**src/rtl/mem_port_arbiter_if.sv**
```systemverilog
`default_nettype none
// ============================================================================
//  Module   : mem_port_arbiter_if
//  Brief    : Bundle of the fetch, load/store and memory-bus signals shared
//             between the pipeline stages, the arbiter and the memory.
//  Revision : 1.0  initial release
// ============================================================================
interface mem_port_arbiter_if;
    // Instruction-fetch side
    logic        InstrReq;
    logic [15:0] InstrAddr;
    logic [31:0] InstrData;
    logic        InstrReady;
    // Load/store side
    logic        DataRead;
    logic        DataWrite;
    logic [15:0] DataAddr;
    logic [31:0] DataWData;
    logic [31:0] DataRData;
    logic        DataReady;
    // External memory bus
    logic [15:0] MemAddr;
    logic [31:0] MemWData;
    logic        MemRead;
    logic        MemWrite;
    logic [31:0] MemRData;
    // Pipeline-wide stall
    logic        Stall;

    // Arbiter view
    modport slave (
        input  InstrReq, InstrAddr, DataRead, DataWrite, DataAddr, DataWData, MemRData,
        output InstrData, InstrReady, DataRData, DataReady,
               MemAddr, MemWData, MemRead, MemWrite, Stall
    );

    // Pipeline / memory-model view
    modport master (
        output InstrReq, InstrAddr, DataRead, DataWrite, DataAddr, DataWData, MemRData,
        input  InstrData, InstrReady, DataRData, DataReady,
               MemAddr, MemWData, MemRead, MemWrite, Stall
    );
endinterface
`default_nettype wire

```
**src/rtl/mem_port_arbiter.sv**
```systemverilog
`default_nettype none
// ============================================================================
//  Module   : mem_port_arbiter
//  Brief    : Shares one single-ported memory between instruction fetch and
//             load/store. Round-robin arbitration in IDLE, WAIT_STATES+1 bus
//             cycles per access, one-cycle Ready pulses, combinational Stall.
//  Revision : 1.0  initial release
// ============================================================================
module mem_port_arbiter #(
    parameter int WAIT_STATES = 1
) (
    input  wire logic          clk_i,
    input  wire logic          rst_i,
    mem_port_arbiter_if.slave  bus
);

    localparam int CNT_W = (WAIT_STATES < 1) ? 1 : $clog2(WAIT_STATES + 1);
    localparam logic [CNT_W-1:0] C_CNT_LOAD = CNT_W'(WAIT_STATES);
    localparam logic [CNT_W-1:0] C_CNT_ONE  = CNT_W'(1);

    typedef enum logic [1:0] {
        S_IDLE = 2'd0,
        S_IACC = 2'd1,
        S_DACC = 2'd2
    } state_t;

    state_t           state_q, state_d;
    logic [CNT_W-1:0] cnt_q, cnt_d;
    logic             last_data_q, last_data_d;   // 1: data was served last
    logic [15:0]      mem_addr_q, mem_addr_d;
    logic [31:0]      mem_wdata_q, mem_wdata_d;
    logic             mem_read_q, mem_read_d;
    logic             mem_write_q, mem_write_d;
    logic [31:0]      instr_data_q, instr_data_d;
    logic [31:0]      data_rdata_q, data_rdata_d;
    logic             instr_ready_q, instr_ready_d;
    logic             data_ready_q, data_ready_d;

    // A requester whose Ready is high this cycle is masked so it cannot be
    // re-granted before it has had a chance to update its request.
    logic w_data_req;
    logic w_instr_pend;
    logic w_data_pend;
    logic w_grant_data;
    logic w_grant_instr;

    assign w_data_req    = bus.DataRead | bus.DataWrite;
    assign w_instr_pend  = bus.InstrReq & ~instr_ready_q;
    assign w_data_pend   = w_data_req & ~data_ready_q;
    assign w_grant_data  = w_data_pend & (~w_instr_pend | ~last_data_q);
    assign w_grant_instr = w_instr_pend & ~w_grant_data;

    // State register and all datapath registers; reset aborts any access.
    always_ff @(posedge clk_i) begin
        if (rst_i) begin
            state_q       <= S_IDLE;
            cnt_q         <= '0;
            last_data_q   <= 1'b0;
            mem_addr_q    <= '0;
            mem_wdata_q   <= '0;
            mem_read_q    <= 1'b0;
            mem_write_q   <= 1'b0;
            instr_data_q  <= '0;
            data_rdata_q  <= '0;
            instr_ready_q <= 1'b0;
            data_ready_q  <= 1'b0;
        end else begin
            state_q       <= state_d;
            cnt_q         <= cnt_d;
            last_data_q   <= last_data_d;
            mem_addr_q    <= mem_addr_d;
            mem_wdata_q   <= mem_wdata_d;
            mem_read_q    <= mem_read_d;
            mem_write_q   <= mem_write_d;
            instr_data_q  <= instr_data_d;
            data_rdata_q  <= data_rdata_d;
            instr_ready_q <= instr_ready_d;
            data_ready_q  <= data_ready_d;
        end
    end

    // Next-state logic: grant in IDLE, count down wait states, complete access.
    always_comb begin
        state_d       = state_q;
        cnt_d         = cnt_q;
        last_data_d   = last_data_q;
        mem_addr_d    = mem_addr_q;
        mem_wdata_d   = mem_wdata_q;
        mem_read_d    = mem_read_q;
        mem_write_d   = mem_write_q;
        instr_data_d  = instr_data_q;
        data_rdata_d  = data_rdata_q;
        instr_ready_d = 1'b0;
        data_ready_d  = 1'b0;

        unique case (state_q)
            S_IDLE: begin
                if (w_grant_data) begin
                    state_d     = S_DACC;
                    cnt_d       = C_CNT_LOAD;
                    mem_addr_d  = bus.DataAddr;
                    mem_wdata_d = bus.DataWData;
                    // Read and write together is treated as a store.
                    mem_write_d = bus.DataWrite;
                    mem_read_d  = ~bus.DataWrite;
                end else if (w_grant_instr) begin
                    state_d     = S_IACC;
                    cnt_d       = C_CNT_LOAD;
                    mem_addr_d  = bus.InstrAddr;
                    mem_read_d  = 1'b1;
                    mem_write_d = 1'b0;
                end
            end
            S_IACC, S_DACC: begin
                if (cnt_q == '0) begin
                    state_d     = S_IDLE;
                    mem_read_d  = 1'b0;
                    mem_write_d = 1'b0;
                    if (state_q == S_IACC) begin
                        instr_data_d  = bus.MemRData;
                        instr_ready_d = 1'b1;
                        last_data_d   = 1'b0;
                    end else begin
                        if (!mem_write_q) begin
                            data_rdata_d = bus.MemRData;
                        end
                        data_ready_d = 1'b1;
                        last_data_d  = 1'b1;
                    end
                end else begin
                    cnt_d = cnt_q - C_CNT_ONE;
                end
            end
            default: begin
                state_d = S_IDLE;
            end
        endcase
    end

    assign bus.MemAddr    = mem_addr_q;
    assign bus.MemWData   = mem_wdata_q;
    assign bus.MemRead    = mem_read_q;
    assign bus.MemWrite   = mem_write_q;
    assign bus.InstrData  = instr_data_q;
    assign bus.DataRData  = data_rdata_q;
    assign bus.InstrReady = instr_ready_q;
    assign bus.DataReady  = data_ready_q;
    assign bus.Stall      = (bus.InstrReq & ~instr_ready_q) | (w_data_req & ~data_ready_q);

endmodule
`default_nettype wire

```
**src/flat_wrapper.sv**
```systemverilog
// flat-port wrapper written by rule: the top's interface ports become plain ports
module mem_port_arbiter_flat 
#(
    parameter int WAIT_STATES = 1
)
  (clk_i, rst_i, bus_InstrReq, bus_InstrAddr, bus_DataRead, bus_DataWrite, bus_DataAddr, bus_DataWData, bus_MemRData, bus_InstrData, bus_InstrReady, bus_DataRData, bus_DataReady, bus_MemAddr, bus_MemWData, bus_MemRead, bus_MemWrite, bus_Stall);
  mem_port_arbiter_if bus_i ();
  input  wire logic clk_i;
  input  wire logic rst_i;
  input wire logic [$bits(bus_i.InstrReq)-1:0] bus_InstrReq;
  input wire logic [$bits(bus_i.InstrAddr)-1:0] bus_InstrAddr;
  input wire logic [$bits(bus_i.DataRead)-1:0] bus_DataRead;
  input wire logic [$bits(bus_i.DataWrite)-1:0] bus_DataWrite;
  input wire logic [$bits(bus_i.DataAddr)-1:0] bus_DataAddr;
  input wire logic [$bits(bus_i.DataWData)-1:0] bus_DataWData;
  input wire logic [$bits(bus_i.MemRData)-1:0] bus_MemRData;
  output wire logic [$bits(bus_i.InstrData)-1:0] bus_InstrData;
  output wire logic [$bits(bus_i.InstrReady)-1:0] bus_InstrReady;
  output wire logic [$bits(bus_i.DataRData)-1:0] bus_DataRData;
  output wire logic [$bits(bus_i.DataReady)-1:0] bus_DataReady;
  output wire logic [$bits(bus_i.MemAddr)-1:0] bus_MemAddr;
  output wire logic [$bits(bus_i.MemWData)-1:0] bus_MemWData;
  output wire logic [$bits(bus_i.MemRead)-1:0] bus_MemRead;
  output wire logic [$bits(bus_i.MemWrite)-1:0] bus_MemWrite;
  output wire logic [$bits(bus_i.Stall)-1:0] bus_Stall;
  assign bus_i.InstrReq = bus_InstrReq;
  assign bus_i.InstrAddr = bus_InstrAddr;
  assign bus_i.DataRead = bus_DataRead;
  assign bus_i.DataWrite = bus_DataWrite;
  assign bus_i.DataAddr = bus_DataAddr;
  assign bus_i.DataWData = bus_DataWData;
  assign bus_i.MemRData = bus_MemRData;
  assign bus_InstrData = bus_i.InstrData;
  assign bus_InstrReady = bus_i.InstrReady;
  assign bus_DataRData = bus_i.DataRData;
  assign bus_DataReady = bus_i.DataReady;
  assign bus_MemAddr = bus_i.MemAddr;
  assign bus_MemWData = bus_i.MemWData;
  assign bus_MemRead = bus_i.MemRead;
  assign bus_MemWrite = bus_i.MemWrite;
  assign bus_Stall = bus_i.Stall;
  mem_port_arbiter #(.WAIT_STATES(WAIT_STATES)) u_core (.clk_i(clk_i), .rst_i(rst_i), .bus(bus_i));
endmodule
```
**config.mk**
```make
export PLATFORM = sky130hd
export DESIGN_NAME = mem_port_arbiter_flat
export DESIGN_NICKNAME = d
export VERILOG_FILES = /design/src/rtl/mem_port_arbiter_if.sv /design/src/rtl/mem_port_arbiter.sv /design/src/flat_wrapper.sv
export SDC_FILE = /design/constraint.sdc
export NUM_CORES = 1
export LEC_CHECK = 0
export CAP_MARGIN = 20
export CORE_MARGIN = 2
export CORE_UTILIZATION = 30
export CTS_CLUSTER_DIAMETER = 30
export DETAILED_ROUTE_END_ITERATION = 8
export GPL_ROUTABILITY_DRIVEN = 1
export PLACE_DENSITY = 0.71
export SLEW_MARGIN = 20
export SYNTH_ARGS = -nofsm -noshare
export SYNTH_HDL_FRONTEND = slang
export SYNTH_SLANG_ARGS = --single-unit
```
**constraint.sdc**
```tcl
create_clock -name clk_i -period 2.1 [get_ports clk_i]
set_input_delay 0.42 -clock clk_i [delete_from_list [all_inputs] [get_ports clk_i]]
set_output_delay 0.42 -clock clk_i [all_outputs]
set_load 0.03 [all_outputs]
```
==> qor.yml, run 1 <==
clocking:
  clock_sinks: 120
  clock_latency_ns: 0.42
  cts.reportedPaths.clkPinSlew_ns: 0.06
  cts_buffer_depth: 2
  cts_resized: 0
  cts_tree: "built"
  clockRootBuffer: "clkbuf_16"
  cts_inserted_buffers: 17
  htree_levels: 4
  hold_buffers: 0
  post-cts-setup-buffers: 0
critical_path:
  crit_family: "buffers and inverters"
  slowest_stage: "clkdlybuf4s50_1"
  reg2reg_depth: 6
  path_cells: "clkdlybuf4s50_1"
  crit_fanout: 5
  slowest_delay_ns: 0.74
  worstSetupPathDepth: 1
  crit_buf_inv: 1
  cp-end-kind: "output pin"
  regToRegEndpoint: "u_core.bus.InstrData[0]"
  reg2reg_slack_ns: 0.33
  r2r-start: "u_core.state_q[0]"
  cp_data_required_time_ns: 1.68
  arrival_ns: 1.59
  crit_end: "bus_InstrReady"
  critPathLaunch: "u_core.bus.InstrReady"
  startpoint_type: "flip-flop"
  worstSetupPathType: "flip-flop to output pin"
synthesis:
  syn_nets: 614
  ys_types: 40
  yosys_register_bits: 120
  yosysSeqAreaShare_pct: 51.0
  synth_area_per_cell_um2: 9.26
  synthCells: 509
  synth_area_mm2: 0.00471
  yosys_warnings: 0
timing:
  grt_setup_unrepaired: "false"
  post-route-period-util_pct: 95.7
  max_clock_freq_mhz: 498
  skew_ns: 0.00623
  fin_setup_tns_ns: 0
  period_minus_slack_ns: 2.01
  worstMarginPinSlew_ns: 0.755
  setup_viol: 0
  worst_hold_slack_ns: 0.380
  hold_viol: 0
  slew_viol_final: 0
  max_slew_margin_pct: 49.7
grt:
  grt_max_degree: 72
  grt_antenna_before_repair: 0
  grt_pass1_vias: 4774
  grt_use_total_pct: 18.1
  gr-total-overflow: 0
  grt_pass1_wl_um: 23700
cells_and_area:
  utilization_pct: 50.2
  instances_no_fill: 927
  area_growth_syn_to_layout_pct: 62.6
  diodes: 0
  nets: 808
  drive_above_1_share_pct: 8.38
place:
  placed_cells: 895
  gp_congestion: 0.791
  port_buffers: 217
  dp_hpwl_um: 10600
floorplan:
  die-area_mm2: 0.0167
  die_w_um: 129
  rows: 45
  core-area_mm2: 0.0153
  dieHeight_um: 129
  start_util_pct: 30.9
  ioPinCount: 218
worst_hold_path:
  hold_class: "input port to flip-flop"
detailed_routing:
  top_layer_used: "met4"
  vias_per_cell: 5.22
  drc: 0
  first_pass_iters: 5
  met1_length_um: 6390
  wl_met2_um: 7300
  routed-via-count: 4841
  wl_um: 15400
  route.met3.wl_um: 1420
  wl_per_cell_um: 16.6
  ant_nets: 0
  dr.first_iter.drc_count: 333
power:
  leakage_nw: 2.78
  power.density_mw_per_mm2: 1380
  ir_drop_mv: 0.580
run_status:
  outcome: "completed"
flow_run:
  cap_violations: 0
## how the worst min path moves through the flow
| stage | startpoint | endpoint | slack [ns] | depth (start not counted) |
|---|---|---|---|---|
| global route | rst_i | u_core.cnt_q | 0.40 | 3 |
| global placement | u_core.bus.DataRData[8] | u_core.bus.DataRData[8] | 0.44 | 2 |
| floorplan | u_core.last_data_q | u_core.last_data_q | 0.46 | 1 |
| detailed placement | u_core.bus.DataRData[5] | u_core.bus.DataRData[5] | 0.45 | 2 |
| CTS | rst_i | u_core.cnt_q | 0.36 | 3 |
| finish | rst_i | u_core.cnt_q | 0.38 | 3 |
## power by group
part           switching, mW  total (mW)  internal, mW
clock                   1.08        2.82          1.75
sequential             0.363        3.21          2.84
combinational           2.74        4.58          1.84
## flip-flops by register name, summed over array words and instances (netlist names), 2 cells and up
signal and flops:
u_core.bus.DataRData 32, u_core.bus.InstrData 32, u_core.bus.MemAddr 16, u_core.bus.MemWData 32, u_core.state_q 2
## per-stage QoR
step           worst slack [ns]  power, mW  area, µm²
2_1_floorplan             0.364       5.95       4710
3_3_place_gp              0.136       7.71       7090
3_5_place_dp             0.0735       7.83       7090
4_1_cts                  0.0825       10.7       7660
5_1_grt                  0.0520       11.2       7660
6_report                 0.0911       10.6       7660
## synthesized netlist by cell type
master / instances / share of area, %
dfxtp_1: 120 / 51
o21bai_4: 1 / 0.40
a31o_2: 1 / 0.19
o21ai_0: 11 / 1.2
or3b_1: 1 / 0.19
buf_1: 1 / 0.080
nor2b_2: 1 / 0.19
nor3b_1: 2 / 0.32
a311oi_1: 16 / 3.0
buf_2: 26 / 2.8
nand4_1: 32 / 4.2
a32o_1: 2 / 0.42
nand3_1: 16 / 1.7
o21a_1: 1 / 0.16
nand2b_1: 3 / 0.40
a31oi_1: 1 / 0.13
a21oi_1: 65 / 6.9
a22o_1: 32 / 5.9
buf_4: 4 / 0.64
inv_1: 3 / 0.24
ha_1: 4 / 1.1
nand3b_1: 1 / 0.16
or2_1: 1 / 0.13
o21ai_1: 5 / 0.53
mux2_1: 1 / 0.24
mux2i_1: 1 / 0.21
a21oi_2: 2 / 0.37
nor4_1: 1 / 0.13
a211oi_1: 16 / 2.5
nor3b_2: 1 / 0.27
o31ai_1: 32 / 5.1
nand2_1: 66 / 5.3
or4b_1: 1 / 0.21
o21ba_2: 1 / 0.21
nor2_1: 2 / 0.16
inv_2: 1 / 0.080
a21o_1: 1 / 0.16
clkbuf_1: 28 / 2.2
o32ai_1: 2 / 0.37
and3b_1: 3 / 0.56
## logic make-up (layout without fill, tap and decap cells)
| family | count (synthesis) | after routing | synth area share (%) |
|---|---|---|---|
| AO/OA/AOI/OAI | 189 | 189 | 27.6 |
| buffers and inverters | 63 | 270 | 6.03 |
| multiplexers | 2 | 2 | 0.451 |
| adder cells (fa/ha/maj) | 4 | 4 | 1.06 |
| flip-flops | 120 | 120 | 51.0 |
| AND/OR/NAND/NOR | 131 | 131 | 13.9 |
## cell usage in the layout, fill, tap and decap left out, types with 2 or more instances in the layout
cell	n
nand2b_1	3
o21ai_1	5
nand2_1	66
clkbuf_16	17
clkdlybuf4s50_1	215
o31ai_1	32
clkinv_2	2
buf_12	6
buf_4	12
inv_1	3
dfxtp_1	120
clkinvlp_4	6
ha_1	3
nor2_1	2
nand3_1	16
a21oi_2	2
o21ai_0	11
inv_6	3
nand4_1	32
bufinv_16	2
a311oi_1	16
a22o_1	32
a211oi_1	16
a21oi_1	65
o32ai_1	2
a32o_1	2
and3b_1	2
nor3b_1	2
## routing by layer
layer  up-vias  global-route usage (%)
met5         -                       0
met4         0                    7.54
met3        18                    5.95
met2       252                    29.8
met1      2277                    21.7
li1       2294                       -
## cell type report
class                      instances  area, µm²
fill                            1374       7590
sequential                       120       2400
timing repair buffer             234       2370
multi-input combinational        326       2040
clock buffer                      18        429
tap                              211        264
clock inverter                    14        150
inverter                           4       15.0
Power figures use the tool's default switching activity.
==> run 2: changes to the inputs <==
- GPL_ROUTABILITY_DRIVEN: 1 -> 0
==> results of run 2 <==
No change in the layout: final DEF, timing and power equal those of run 1.
==> run 3: changes to the inputs <==
- PLACE_DENSITY: 0.71 -> 0.7
- SETUP_SLACK_MARGIN: unset -> 0.2
- clock period: 2.1 -> 2.05 ns (I/O delays scaled with it)
==> run 3 against run 2 <==
  * Highest routed layer unchanged
  * Critical path type unchanged
  * Global-route usage grew 0.41 points
  * Worst setup slack better by 0.14 ns
  * Final cell count did not move
  * Largest power group unchanged
==> qor.yml, run 3 (same netlist as run 1, synthesis figures left out) <==
detailed_routing:
  wl_per_cell_um: 17.1  # was 16.6 µm
  drc: 0  # unchanged
  wl_met2_um: 7400  # was 7300 µm
  route.met3.wl_um: 1420  # unchanged
  dr.first_iter.drc_count: 298  # was 333
  top_layer_used: "met4"  # unchanged
  met1_length_um: 6820  # was 6390 µm
  vias_per_cell: 5.14  # was 5.22
  ant_nets: 0  # unchanged
  wl_um: 15800  # was 15400 µm
  first_pass_iters: 5  # unchanged
  routed-via-count: 4762  # was 4841
cells_and_area:
  drive_above_1_share_pct: 8.24  # was 8.38%
  utilization_pct: 50.9  # was 50.2%
  diodes: 0  # unchanged
  instances_no_fill: 927  # unchanged
  final_common_cell: "dfxtp_1"  # was clkdlybuf4s50_1
  nets: 810  # was 808
  final_cell_mix: "dfxtp_1 (120), clkdlybuf4s50_1 (102), dlygate4sd2_1 (75)"  # was clkdlybuf4s50_1 (215), dfxtp_1 (120), nand2_1 (66)
  area_growth_syn_to_layout_pct: 64.7  # was 62.6%
  n_fill_cell: 1402  # was 1374
critical_path:
  crit_buf_inv: 1  # unchanged
  regToRegEndpoint: "u_core.bus.MemWrite"  # was u_core.bus.InstrData[0]
  cp_data_required_time_ns: 1.64  # was 1.68 ns
  startpoint_type: "flip-flop"  # unchanged
  slowest_stage: "clkdlybuf4s50_1"  # unchanged
  worstSetupPathType: "flip-flop to output pin"  # unchanged
  critPathLaunch: "u_core.bus.InstrData[6]"  # was u_core.bus.InstrReady
  reg2reg_slack_ns: 0.27  # was 0.33 ns
  path_cells: "clkdlybuf4s50_1"  # unchanged
  worstSetupPathDepth: 1  # unchanged
  crit_end: "bus_InstrData[6]"  # was bus_InstrReady
  crit_fanout: 2  # was 5
  r2r-start: "u_core.state_q[0]"  # unchanged
  crit_family: "buffers and inverters"  # unchanged
  arrival_ns: 1.41  # was 1.59 ns
  reg2reg_depth: 5  # was 6
  cp-end-kind: "output pin"  # unchanged
  slowest_delay_ns: 0.67  # was 0.74 ns
floorplan:
  core-area_mm2: 0.0153  # unchanged
  dieHeight_um: 129  # unchanged
  die-area_mm2: 0.0167  # unchanged
  die_w_um: 129  # unchanged
  ioPinCount: 218  # unchanged
  start_util_pct: 30.9  # unchanged
  rows: 45  # unchanged
grt:
  grt_pass1_wl_um: 24400  # was 23700 µm
  grt_pass1_vias: 4708  # was 4774
  gr-total-overflow: 0  # unchanged
  grt_antenna_before_repair: 0  # unchanged
  grt_use_total_pct: 18.5  # was 18.1%
  grt_max_degree: 53  # was 72
timing:
  max_slew_margin_pct: 62.0  # was 49.7%
  worst_hold_slack_ns: 0.313  # was 0.380 ns
  slew_viol_final: 0  # unchanged
  max_clock_freq_mhz: 550
  post-route-period-util_pct: 88.7
  setup_viol: 0  # unchanged
  period_minus_slack_ns: 1.82
  worstMarginPinSlew_ns: 0.570  # was 0.755 ns
  skew_ns: 0.00651  # was 0.00623 ns
  grt_setup_unrepaired: "false"  # unchanged
  fin_setup_tns_ns: 0  # unchanged
  hold_viol: 0  # unchanged
clocking:
  cts_inserted_buffers: 17  # unchanged
  cts_tree: "built"  # unchanged
  clock_sinks: 120  # unchanged
  htree_levels: 4  # unchanged
  clockRootBuffer: "clkbuf_16"  # unchanged
  clock_latency_ns: 0.41  # was 0.42 ns
  cts.reportedPaths.clkPinSlew_ns: 0.05  # was 0.06 ns
  cts_buffer_depth: 2  # unchanged
place:
  port_buffers: 217  # unchanged
  placed_cells: 896  # was 895
  dp_hpwl_um: 10600  # about the same
power:
  ir_drop_mv: 0.747  # was 0.580 mV
  leakage_nw: 3.81  # was 2.78 nW
  power.density_mw_per_mm2: 1410  # was 1380 mW/mm²
run_status:
  outcome: "completed"  # unchanged
flow_run:
  cap_violations: 0  # unchanged
worst_hold_path:
  hold_class: "input port to flip-flop"  # unchanged
run 3: cell types whose count changed in the layout (fill, tap and decap cells not counted), moves of 2 or more:
cell | previous run | this run
clkdlybuf4s50_1 | 215 | 102
dlygate4sd2_1 | 0 | 75
dlymetal6s2s_1 | 0 | 38
clkinvlp_4 | 6 | 1
clkbuf_8 | 0 | 4
inv_6 | 3 | 0
buf_12 | 6 | 8
bufinv_16 | 2 | 4
run 3: per-stage QoR:
| stage | setup slack [ns] | total power, mW | cell area (µm²) |
|---|---|---|---|
| 2_1_floorplan | 0.324 | 6.10 | 4710 |
| 5_1_grt | 0.200 | 11.5 | 7760 |
| 4_1_cts | 0.200 | 11.0 | 7660 |
| 3_5_place_dp | 0.117 | 8.06 | 7120 |
| 3_3_place_gp | 0.150 | 7.98 | 7120 |
| 6_report | 0.231 | 10.9 | 7760 |
run 3: how the worst min path moves through the flow:
stage                                  start                       end  cells after the start
finish                                 rst_i        u_core.last_data_q                      3
global route                           rst_i        u_core.last_data_q                      3
CTS                                    rst_i        u_core.last_data_q                      3
detailed placement  u_core.bus.DataRData[31]  u_core.bus.DataRData[31]                      2
global placement     u_core.bus.DataRData[9]   u_core.bus.DataRData[9]                      2
floorplan                 u_core.last_data_q        u_core.last_data_q                      1
run 3: cell type report:
cell class | count | area (µm²) | area share [%]
clock buffer | 23 | 488 | 6.29
clock inverter | 7 | 141 | 1.82
tap | 211 | 264 | 3.40
multi-input combinational | 326 | 2040 | 26.2
sequential | 120 | 2400 | 30.9
timing repair buffer | 236 | 2410 | 31.1
inverter | 4 | 17.5 | 0.226
run 3: what timing repair did:
item / in CTS / in global routing
hold endpoints to repair: 0 / 0
resized for setup: 75 / 41
pin swaps: 1 / 0
buffers inserted: 1 / 0
hold buffers: 0 / 0
endpoints found under the setup margin: 76 / 46
run 3: routing by layer:
metal	up-vias	global-route usage, %
li1	2290	-
met1	2237	23.2
met2	213	30.1
met3	22	5.45
met4	0	7.10
met5	-	0
run 3: report_power, final:
part	internal, mW	total [mW]	switching [mW]	leakage, nW
combinational	1.65	4.48	2.84	2.53
clock	2.15	3.20	1.05	0.305
sequential	2.91	3.26	0.345	0.980
total	6.71	10.9	4.23	3.81
run 3: worst min-delay path: stages:
cell and delay (ns):
buf_2 0.13, a21oi_2 0.05, o21a_1 0.09
